[src/rtl/spi_slave_uart_bridge.sv]
// SPI-slave (mode 0, MSB first) to UART bridge.
// Bytes clocked in on MOSI are queued to uart_tx; bytes from uart_rx are
// queued and shifted back out on MISO during later SPI transfers.
// Optional feature macro: SPI_UART_BRIDGE_DROP_CNT_EN enables the
// saturating drop counter; without it drop_cnt is tied to zero.
module spi_slave_uart_bridge #(
  parameter int unsigned FIFO_DEPTH = 4,
  parameter logic [7:0]  IDLE_BYTE  = 8'hFF
) (
  input  logic       clk,
  input  logic       rst,
  input  logic       SCLK,
  input  logic       CS,
  input  logic       MOSI,
  output logic       MISO,
  input  logic       uart_rx_rdy,
  input  logic [7:0] uart_rx_data,
  output logic       uart_rx_rdy_clr,
  output logic       uart_tx_start,
  output logic [7:0] uart_tx_data,
  input  logic       uart_tx_busy,
  output logic [7:0] drop_cnt
);

  localparam int unsigned PTR_W = (FIFO_DEPTH > 1) ? $clog2(FIFO_DEPTH) : 1;
  localparam int unsigned CNT_W = PTR_W + 1;
  localparam logic [CNT_W-1:0] FULL_CNT = CNT_W'(FIFO_DEPTH);

  typedef enum logic [1:0] {
    TX_IDLE      = 2'd0,
    TX_WAIT_BUSY = 2'd1,
    TX_WAIT_DONE = 2'd2
  } tx_state_t;

  // Pin synchronisers: [0] first flop, [1] synchronised value, [2] edge history
  logic [2:0] sclk_sync;
  logic [2:0] cs_sync;
  logic [1:0] mosi_sync;

  // SPI shift state; sr_in holds the first 7 bits, the 8th completes the byte directly
  logic [2:0] bitcnt;
  logic [6:0] sr_in;
  logic [7:0] sr_out;

  // SPI->UART FIFO
  logic [7:0]       s2u_mem [FIFO_DEPTH];
  logic [PTR_W-1:0] s2u_wr;
  logic [PTR_W-1:0] s2u_rd;
  logic [CNT_W-1:0] s2u_cnt;

  // UART->SPI FIFO
  logic [7:0]       u2s_mem [FIFO_DEPTH];
  logic [PTR_W-1:0] u2s_wr;
  logic [PTR_W-1:0] u2s_rd;
  logic [CNT_W-1:0] u2s_cnt;

  tx_state_t tx_state;

  // Combinational control
  logic       sclk_rise_c;
  logic       sclk_fall_c;
  logic       cs_fall_c;
  logic       cs_rise_c;
  logic       cs_low_c;
  logic [2:0] bit_base_c;
  logic       rise_act_c;
  logic       byte_done_c;
  logic [7:0] rx_byte_c;
  logic       load_c;
  logic [7:0] sr_out_nxt_c;
  logic       s2u_full_c;
  logic       s2u_empty_c;
  logic       u2s_full_c;
  logic       u2s_empty_c;
  logic       s2u_push_c;
  logic       s2u_pop_c;
  logic       u2s_push_c;
  logic       u2s_pop_c;

  // Two-flop synchronisers plus one history stage for edge detection
  always_ff @(posedge clk) begin
    if (rst) begin
      sclk_sync <= 3'b111;
      cs_sync   <= 3'b111;
      mosi_sync <= 2'b11;
    end else begin
      sclk_sync <= {sclk_sync[1:0], SCLK};
      cs_sync   <= {cs_sync[1:0], CS};
      mosi_sync <= {mosi_sync[0], MOSI};
    end
  end

  assign sclk_rise_c = sclk_sync[1] & ~sclk_sync[2];
  assign sclk_fall_c = ~sclk_sync[1] & sclk_sync[2];
  assign cs_fall_c   = ~cs_sync[1] & cs_sync[2];
  assign cs_rise_c   = cs_sync[1] & ~cs_sync[2];
  assign cs_low_c    = ~cs_sync[1];

  assign s2u_full_c  = (s2u_cnt == FULL_CNT);
  assign s2u_empty_c = (s2u_cnt == CNT_W'(0));
  assign u2s_full_c  = (u2s_cnt == FULL_CNT);
  assign u2s_empty_c = (u2s_cnt == CNT_W'(0));

  // SPI event decode; a CS fall restarts the byte before a coincident SCLK rise
  always_comb begin
    bit_base_c   = cs_fall_c ? 3'd0 : bitcnt;
    rise_act_c   = sclk_rise_c & cs_low_c;
    byte_done_c  = rise_act_c && (bit_base_c == 3'd7);
    rx_byte_c    = {sr_in, mosi_sync[1]};
    load_c       = cs_fall_c | byte_done_c;
    u2s_pop_c    = load_c & ~u2s_empty_c;
    s2u_push_c   = byte_done_c & ~s2u_full_c;
    u2s_push_c   = uart_rx_rdy & ~u2s_full_c & ~uart_rx_rdy_clr;
    sr_out_nxt_c = sr_out;
    if (load_c) begin
      sr_out_nxt_c = u2s_empty_c ? IDLE_BYTE : u2s_mem[u2s_rd];
    end else if (sclk_fall_c && cs_low_c && (bitcnt != 3'd0)) begin
      sr_out_nxt_c = {sr_out[6:0], 1'b0};
    end
  end

  // SPI bit counter, shift registers and registered MISO
  always_ff @(posedge clk) begin
    if (rst) begin
      bitcnt <= 3'd0;
      sr_in  <= 7'h00;
      sr_out <= IDLE_BYTE;
      MISO   <= 1'b1;
    end else begin
      sr_out <= sr_out_nxt_c;
      MISO   <= cs_low_c ? sr_out_nxt_c[7] : 1'b1;
      if (cs_rise_c) begin
        bitcnt <= 3'd0;
      end else if (rise_act_c) begin
        sr_in  <= rx_byte_c[6:0];
        bitcnt <= bit_base_c + 3'd1;
      end else if (cs_fall_c) begin
        bitcnt <= 3'd0;
      end
    end
  end

  // SPI->UART FIFO storage
  always_ff @(posedge clk) begin
    if (s2u_push_c) begin
      s2u_mem[s2u_wr] <= rx_byte_c;
    end
  end

  // SPI->UART FIFO pointers and occupancy
  always_ff @(posedge clk) begin
    if (rst) begin
      s2u_wr  <= PTR_W'(0);
      s2u_rd  <= PTR_W'(0);
      s2u_cnt <= CNT_W'(0);
    end else begin
      if (s2u_push_c) begin
        s2u_wr <= s2u_wr + PTR_W'(1);
      end
      if (s2u_pop_c) begin
        s2u_rd <= s2u_rd + PTR_W'(1);
      end
      if (s2u_push_c && !s2u_pop_c) begin
        s2u_cnt <= s2u_cnt + CNT_W'(1);
      end else if (!s2u_push_c && s2u_pop_c) begin
        s2u_cnt <= s2u_cnt - CNT_W'(1);
      end
    end
  end

  // UART->SPI FIFO storage
  always_ff @(posedge clk) begin
    if (u2s_push_c) begin
      u2s_mem[u2s_wr] <= uart_rx_data;
    end
  end

  // UART->SPI FIFO pointers and occupancy
  always_ff @(posedge clk) begin
    if (rst) begin
      u2s_wr  <= PTR_W'(0);
      u2s_rd  <= PTR_W'(0);
      u2s_cnt <= CNT_W'(0);
    end else begin
      if (u2s_push_c) begin
        u2s_wr <= u2s_wr + PTR_W'(1);
      end
      if (u2s_pop_c) begin
        u2s_rd <= u2s_rd + PTR_W'(1);
      end
      if (u2s_push_c && !u2s_pop_c) begin
        u2s_cnt <= u2s_cnt + CNT_W'(1);
      end else if (!u2s_push_c && u2s_pop_c) begin
        u2s_cnt <= u2s_cnt - CNT_W'(1);
      end
    end
  end

  // Acknowledge accepted uart_rx bytes; the gap cycle keeps one rdy from pushing twice
  always_ff @(posedge clk) begin
    if (rst) begin
      uart_rx_rdy_clr <= 1'b0;
    end else begin
      uart_rx_rdy_clr <= u2s_push_c;
    end
  end

  assign s2u_pop_c = (tx_state == TX_IDLE) && !s2u_empty_c && !uart_tx_busy;

  // UART TX handshake: start, wait for busy to rise, then wait for it to fall
  always_ff @(posedge clk) begin
    if (rst) begin
      tx_state      <= TX_IDLE;
      uart_tx_start <= 1'b0;
      uart_tx_data  <= 8'h00;
    end else begin
      uart_tx_start <= 1'b0;
      case (tx_state)
        TX_IDLE: begin
          if (s2u_pop_c) begin
            uart_tx_data  <= s2u_mem[s2u_rd];
            uart_tx_start <= 1'b1;
            tx_state      <= TX_WAIT_BUSY;
          end
        end
        TX_WAIT_BUSY: begin
          if (uart_tx_busy) begin
            tx_state <= TX_WAIT_DONE;
          end
        end
        TX_WAIT_DONE: begin
          if (!uart_tx_busy) begin
            tx_state <= TX_IDLE;
          end
        end
        default: tx_state <= TX_IDLE;
      endcase
    end
  end

`ifdef SPI_UART_BRIDGE_DROP_CNT_EN
  // Saturating count of completed SPI bytes refused by a full SPI->UART FIFO
  always_ff @(posedge clk) begin
    if (rst) begin
      drop_cnt <= 8'h00;
    end else if (byte_done_c && s2u_full_c && (drop_cnt != 8'hFF)) begin
      drop_cnt <= drop_cnt + 8'd1;
    end
  end
`else
  assign drop_cnt = 8'h00;
`endif

endmodule

[config.mk]
export PLATFORM = sky130hd
export DESIGN_NAME = spi_slave_uart_bridge
export DESIGN_NICKNAME = d
export VERILOG_FILES = /design/src/rtl/spi_slave_uart_bridge.sv
export SDC_FILE = /design/constraint.sdc
export NUM_CORES = 1
export LEC_CHECK = 0
export BUFFER_PORTS_ARGS = -buffer_cell sky130_fd_sc_hd__buf_2
export CORE_ASPECT_RATIO = 0.9
export CORE_MARGIN = 3
export CORE_UTILIZATION = 35
export CTS_CLUSTER_SIZE = 16
export DETAILED_ROUTE_END_ITERATION = 7
export HOLD_SLACK_MARGIN = 0.12
export PLACE_DENSITY_LB_ADDON = 0.2
export SLEW_MARGIN = 20
export SYNTH_ARGS = -nofsm -noshare
export SYNTH_HDL_FRONTEND = slang
export SYNTH_SLANG_ARGS = --single-unit
[constraint.sdc]
create_clock -name clk -period 3.4 [get_ports clk]
set_clock_uncertainty 0.1 [all_clocks]
set_input_delay 0.51 -clock clk [delete_from_list [all_inputs] [get_ports clk]]
set_output_delay 0.51 -clock clk [all_outputs]
set_load 0.1 [all_outputs]
== After elaboration in Yosys (flattened, before gate mapping) ==
Memory sizes are Yosys's and may differ from the RTL's. A register that Yosys moved wholly into a read port is not among the register bits.
Cells that the tools add are included.
Storage, ports and cells
  flip-flop bits (word level): 45
  bits in latches: 0
  RAM bits: 64
  ROM bits: 0
  input port bits: 15
  logic and storage cells: 104
  memories: 2
Memory list
  s2u_mem: words 4, width 8, rd ports 1, clocked after Yosys merged registers in 1, wr ports 1, line 46  | logic [7:0] s2u_mem [FIFO_DEPTH];
  u2s_mem: words 4, width 8, rd ports 1, clocked after Yosys merged registers in 1, wr ports 1, line 52  | logic [7:0] u2s_mem [FIFO_DEPTH];
Operators by class
  add/sub/neg operators: 9
  $mul: 0
  divide/modulo/power cells: 0
  $lt $le $gt $ge: 0
  equality and inequality tests: 8
  shift-type cells: 0
  mux-type cells: 20
  bitwise logic cells: 20
  reductions and logical operators: 28
Operators with widths (count)
  8-bit 2-to-1 mux: 3
  3-bit 2-to-1 mux: 6
  2-bit 2-to-1 mux: 5
  1-bit inverter: 10
  3-bit by 1-bit adder with 3-bit output (second input constant): 3
  1-bit AND: 9
  3-bit == test (second input constant): 3
  1-bit logical AND: 9
  2-bit by 1-bit adder with 2-bit output (second input constant): 4
  1-bit logical NOT: 6
  3-bit logical NOT: 2
  2-bit inequality test (second input constant): 3
  2-bit case mux with 3 select lines: 1
  2-bit nonzero test: 3
  2-bit OR reduction: 3
  3-bit by 1-bit subtractor with 3-bit output (second input constant): 2
  1-bit 2-to-1 mux: 5
  2-bit AND reduction: 2
  3-bit AND reduction: 1
  3-bit nonzero test: 1
  2-bit by 1-bit == test with 1-bit output (second input constant): 1
  2-bit == test (second input constant): 1
  2-bit logical NOT: 1
  1-bit OR: 1

== Longest topological paths before layout ==
  word-level depth: 10
  gate-level depth with buffers: 12
  mapped depth without buffers: 12

== Worst setup path before layout ==
Ideal clock, no wire load.
  path type: reg2reg
  from: register cs_sync[1]
  to: register u2s_cnt[2]
  library setup time: 0.070 ns
  arrival: 2.702 ns
  setup slack: 0.527 ns
  cell stages (with the launch flop): 13
  path buffers: 0
  period minus slack after synthesis: 2.873 ns
  cells stage by stage: dfxtp_1 nand2b_1 and2_1 ha_1 ha_1 and4bb_1 o21ai_4 ha_1 inv_1 fa_1 xor2_1 or3_1 a21oi_1
Between the ends
  longest elaborated chain between the ends: 10
  elaborated cells on any way between the ends: 13
  classes of those cells: 1 x eq/ne; 2 x mux; 5 x bitwise; 5 x reduce/logical
RTL lines
  from (decl): line 37  | logic [2:0] cs_sync;
  from (signal assigned): line 88  | cs_sync <= {cs_sync[1:0], CS};
  1-bit inverter *: line 95, 97
  1-bit AND: line 95  | assign cs_fall_c = ~cs_sync[1] & cs_sync[2];
  3-bit 2-to-1 mux
  3-bit == test: line 108  | byte_done_c = rise_act_c && (bit_base_c == 3'd7);
  1-bit logical AND: line 108
  1-bit OR *: line 110  | load_c = cs_fall_c | byte_done_c;
  1-bit AND *: line 111  | u2s_pop_c = load_c & ~u2s_empty_c;
  1-bit logical NOT: line 191  | if (u2s_push_c && !u2s_pop_c) begin
  1-bit logical AND: line 191
  3-bit 2-to-1 mux or 2-bit nonzero test (tied branches)
  to (signal assigned): line 192  | u2s_cnt <= u2s_cnt + CNT_W'(1);
  to (signal assigned): line 194  | u2s_cnt <= u2s_cnt - CNT_W'(1);
  to (decl): line 55  | logic [CNT_W-1:0] u2s_cnt;
Every way passes the cells marked *; elsewhere a longest branch is shown, timed or not.
A chain may end at the register's enable or synchronous reset.

== Final worst setup path ==
Ends and elaborated chain as after synthesis.

==> run summary <==
The flow ran to the end, and the final reports show no timing, DRC or antenna violations. Data on the critical path is required at its endpoint by 3.62 ns. The detailed-router iteration count before antenna repair is 4.

Critical path's slowest cell: dfxtp_1. For this configuration, the core starts out at a cell density of 36.4%. The detail route stage leaves a number of antenna-violating nets equal to 0. The die is 116 um tall. Hold timing on the final database bottoms out at a slack of 0.194 ns.

Based on the critical path, the design can be clocked at up to 316 MHz. The count of buffers added on input and output ports is 25. The register bit count reported by yosys was 119; the max-slew violation count was 0.

At the placement stage, the worst setup path has a slack of 0.249 ns. Compared with the post-synthesis result, the final layout area differs by 17.4%. The post-placement cell area is 0.00496 mm2. The number of filler instances in the final layout is 1193. The gate family responsible for the most delay along the worst path was adder cells. The quantity of gates resized following cts is 0. STA classifies the critical path startpoint as a flop. In the finished design, the share of the clock period the worst path needs comes to 93.0%. In this run the worst path has a maximum fanout of 8. Power spread over the standard cell area amounts to 756 mW/mm2. In the synthesized netlist the dominant register cell turns out to be edfxtp_1.

The estimated wirelength of the detail-placed design is 5320 um. 34 I/O pins were placed. The final non-filler cell area is 0.00553 mm2, and the maximum vdd ir drop is 0.000359 V. The run gives 45 as the number of unique standard cell types used by synthesis. The count of maximum capacitance violations was 0. The total overflow left after global routing is 0. Of all cell types, the one taking the most synthesized area is edfxtp_1.

The clock-pin slew on the worst setup and hold paths was 0.05 ns. STA classifies the critical path endpoint as a flop. In the final layout, the share of cells above drive strength 1 is 21.1%.

The run gives 3.39 ns as the data arrival time of the critical path. In the routed design, unresolved DRC markers number 0. The pin count of the biggest net entering global routing was 52; the maximum level of the CTS H-tree was 4. By startpoint and endpoint, the worst setup path is classified as flop to flop. Buffers added to address setup during post-CTS repair amount to 0. In this run the horizontal extent of the chip is 128 um. The library cell appearing most often on the critical path was ha_1. Including well taps, the total number of placed cells is 525. TritonCTS created 17 clock buffers.

The via count of the first global-routing pass is 2648, and the area of the die is 0.0149 mm2. The final worst slack is 0.238 ns. The number of sinks on the clock net is 119, and the number of buffers between clock root and the deepest sink is 2.

The repair_antennas step left the layout with diodes totalling 0. The average cell area after synthesis was 13.5 um2. For the worst-skew pair, the clock arrives at the later sink with an insertion delay of 0.40 ns.

TritonCTS built the clock tree. The path class of the tightest hold or removal check is input port to flop. CTS placed an instance of clkbuf_16 at the clock tree root. The vias per cell works out to 4.75. By area the synthesized netlist is led by edfxtp_1 41%, dfxtp_1 23%, mux4_2 5.3%.

The share of flip-flops with an asynchronous set or reset was 0%. Setup violations remaining at the end of the flow were counted as 0. The Yosys step of the flow raised 0 warnings. Measured against its own limit, the worst slew margin works out to 36.2%. The first global-routing pass estimated 13600 um of wire. The synthesized design contains 64 enable-type register cells. The synthesized design devotes to its leading area cell type 40.8% of total area. For the pin with the worst max-slew slack, the measured transition is 0.957 ns. The number of antenna violations at the first check in global routing is 0, and the final hold violation count is 0. The logs give 350 for the cell count after synthesis and 8260 um for the detailed-route wire length. Of the synthesized area, sequential elements account for 64.2%. For the core footprint, the log shows 0.0129 mm2.

For the final routed database, the setup TNS stands at 0 ns. The multi-input combinational cells in the finished layout cover a total of 0.00154 mm2. The congestion estimate from routability-driven global placement came to 0.742.

The number of buffers and inverters on the critical path came out at 1. Counting I/O delays and the setup requirement, the final critical path takes 3.16 ns. Number of non-filler instances in the completed layout: 557. The largest single stage delay on the critical path is 0.37 ns. The net count reported at finish was 409. The tools report the number of rows in the core area as 39. The cell area that synthesis handed to floorplanning was 0.00471 mm2. For this block, the initial DRC count from the detailed router was 153.

The total routing usage reported by global routing was 12.1%. After clock tree synthesis, the flow added hold-fix buffers numbering 0. Setup repair after global routing left no endpoint under its margin. The routed wirelength normalized by instance count is 14.8 um. For the via total after detailed routing, the log shows 2647. The sequential cells in the finished layout cover a total of 0.00302 mm2.

The signal on the critical path passes through nand2b_1 > and2_1 > ha_1 > ha_1 > and4bb_1 > o21ai_4 > ha_1 > inv_1 > fa_1 > xor2_1 > or3_1 > a21oi_1. Static leakage power: 0.00199 uW.
power by group:
group / internal (uW) / switching, uW / total (uW)
logic: 251 / 481 / 732
registers: 1640 / 112 / 1750
clock network: 1100 / 601 / 1700
total: 2990 / 1190 / 4180
registers in the layout, indices dropped and copies added, names as in the netlist, 2 cells and up, named ones only:
register / count
bitcnt: 3
cs_sync: 3
mosi_sync: 2
s2u_cnt: 3
s2u_mem: 32
s2u_rd: 2
s2u_wr: 2
sclk_sync: 3
sr_in: 7
sr_out: 8
tx_state: 2
u2s_cnt: 3
u2s_mem: 32
u2s_rd: 2
u2s_wr: 2
uart_tx_data: 8
cell usage after synthesis, types with 5 or more instances:
cell and count:
a31oi_1 7, xnor2_1 6, edfxtp_1 64, xor2_1 6, dfxtp_1 55, nor2_1 26
a21oi_1 25, inv_1 9, or2_2 8, o21ai_1 6, mux4_1 5, buf_2 5
buf_4 8, clkbuf_1 9, and2_1 12, nand2_1 34, mux4_2 11, ha_1 12
stage by stage:
| step | power [uW] | utilization, % |
|---|---|---|
| CTS | 4240 | 42.8 |
| global placement | 2510 | 38.3 |
| finish | 4180 | 42.8 |
| floorplan | 2360 | - |
| global route | 4370 | 42.8 |
| detailed placement | 2520 | 38.3 |
final timing paths:
| path | from | slack, ns | cells past startpoint | endpoint |
|---|---|---|---|---|
| max | cs_sync[1] | 0.24 | 12 | u2s_cnt[2] |
| min | CS | 0.19 | 2 | cs_sync[0] |
| max reg2reg | cs_sync[1] | 0.24 | 12 | u2s_cnt[2] |
| min reg2reg | mosi_sync[0] | 0.31 | 1 | mosi_sync[1] |
layout make-up:
class                      count  share of cell area, %
clock inverter                 7                   1.27
timing repair buffer          28                   2.67
inverter                      10                  0.679
tap                          164                   3.71
sequential                   119                   54.6
clock buffer                  25                   9.14
multi-input combinational    204                   27.9
cells by family after synthesis:
kind of cell               after synthesis  share of synthesized area (%)
AOI/OAI and AO/OA                       49                           6.16
xor gates and xnor gates                12                           2.23
adders and majority gates               14                           4.04
buffers and inverters                   34                           3.64
DFF                                    119                           64.2
muxes                                   21                           9.22
other                                    1                         0.0796
and+or+nand+nor                        100                           10.5
metal layers:
metal	GRT usage [%]	wire, um	up-vias
li1	-	-	1298
met1	16.4	4150	1295
met2	17.5	3670	44
met3	4.10	309	10
met4	5.94	127	0
met5	0	0	-
layout by cell type, fill, tap and decap left out, drive strengths merged:
master and count:
a31oi 7, conb 8, mux4 16, clkinvlp 4, clkbuf 25, or3 4
a211o 2, inv 10, mux2 1, fa 2, nor3b 3, nand2 35
a21o 1, or3b 1, nor2b 2, or2 9, a2111oi 1, o311a 1
edfxtp 64, a21oi 26, o21ai 10, nor2 26, and3b 1, nand2b 2
clkinv 2, o211ai 1, and2b 1, xor2 6, mux2i 4, and4bb 1
and2 12, nor3 3, xnor2 6, dfxtp 55, ha 12, buf 28
bufinv 1
No activity file was read; power rests on OpenSTA's default activity.
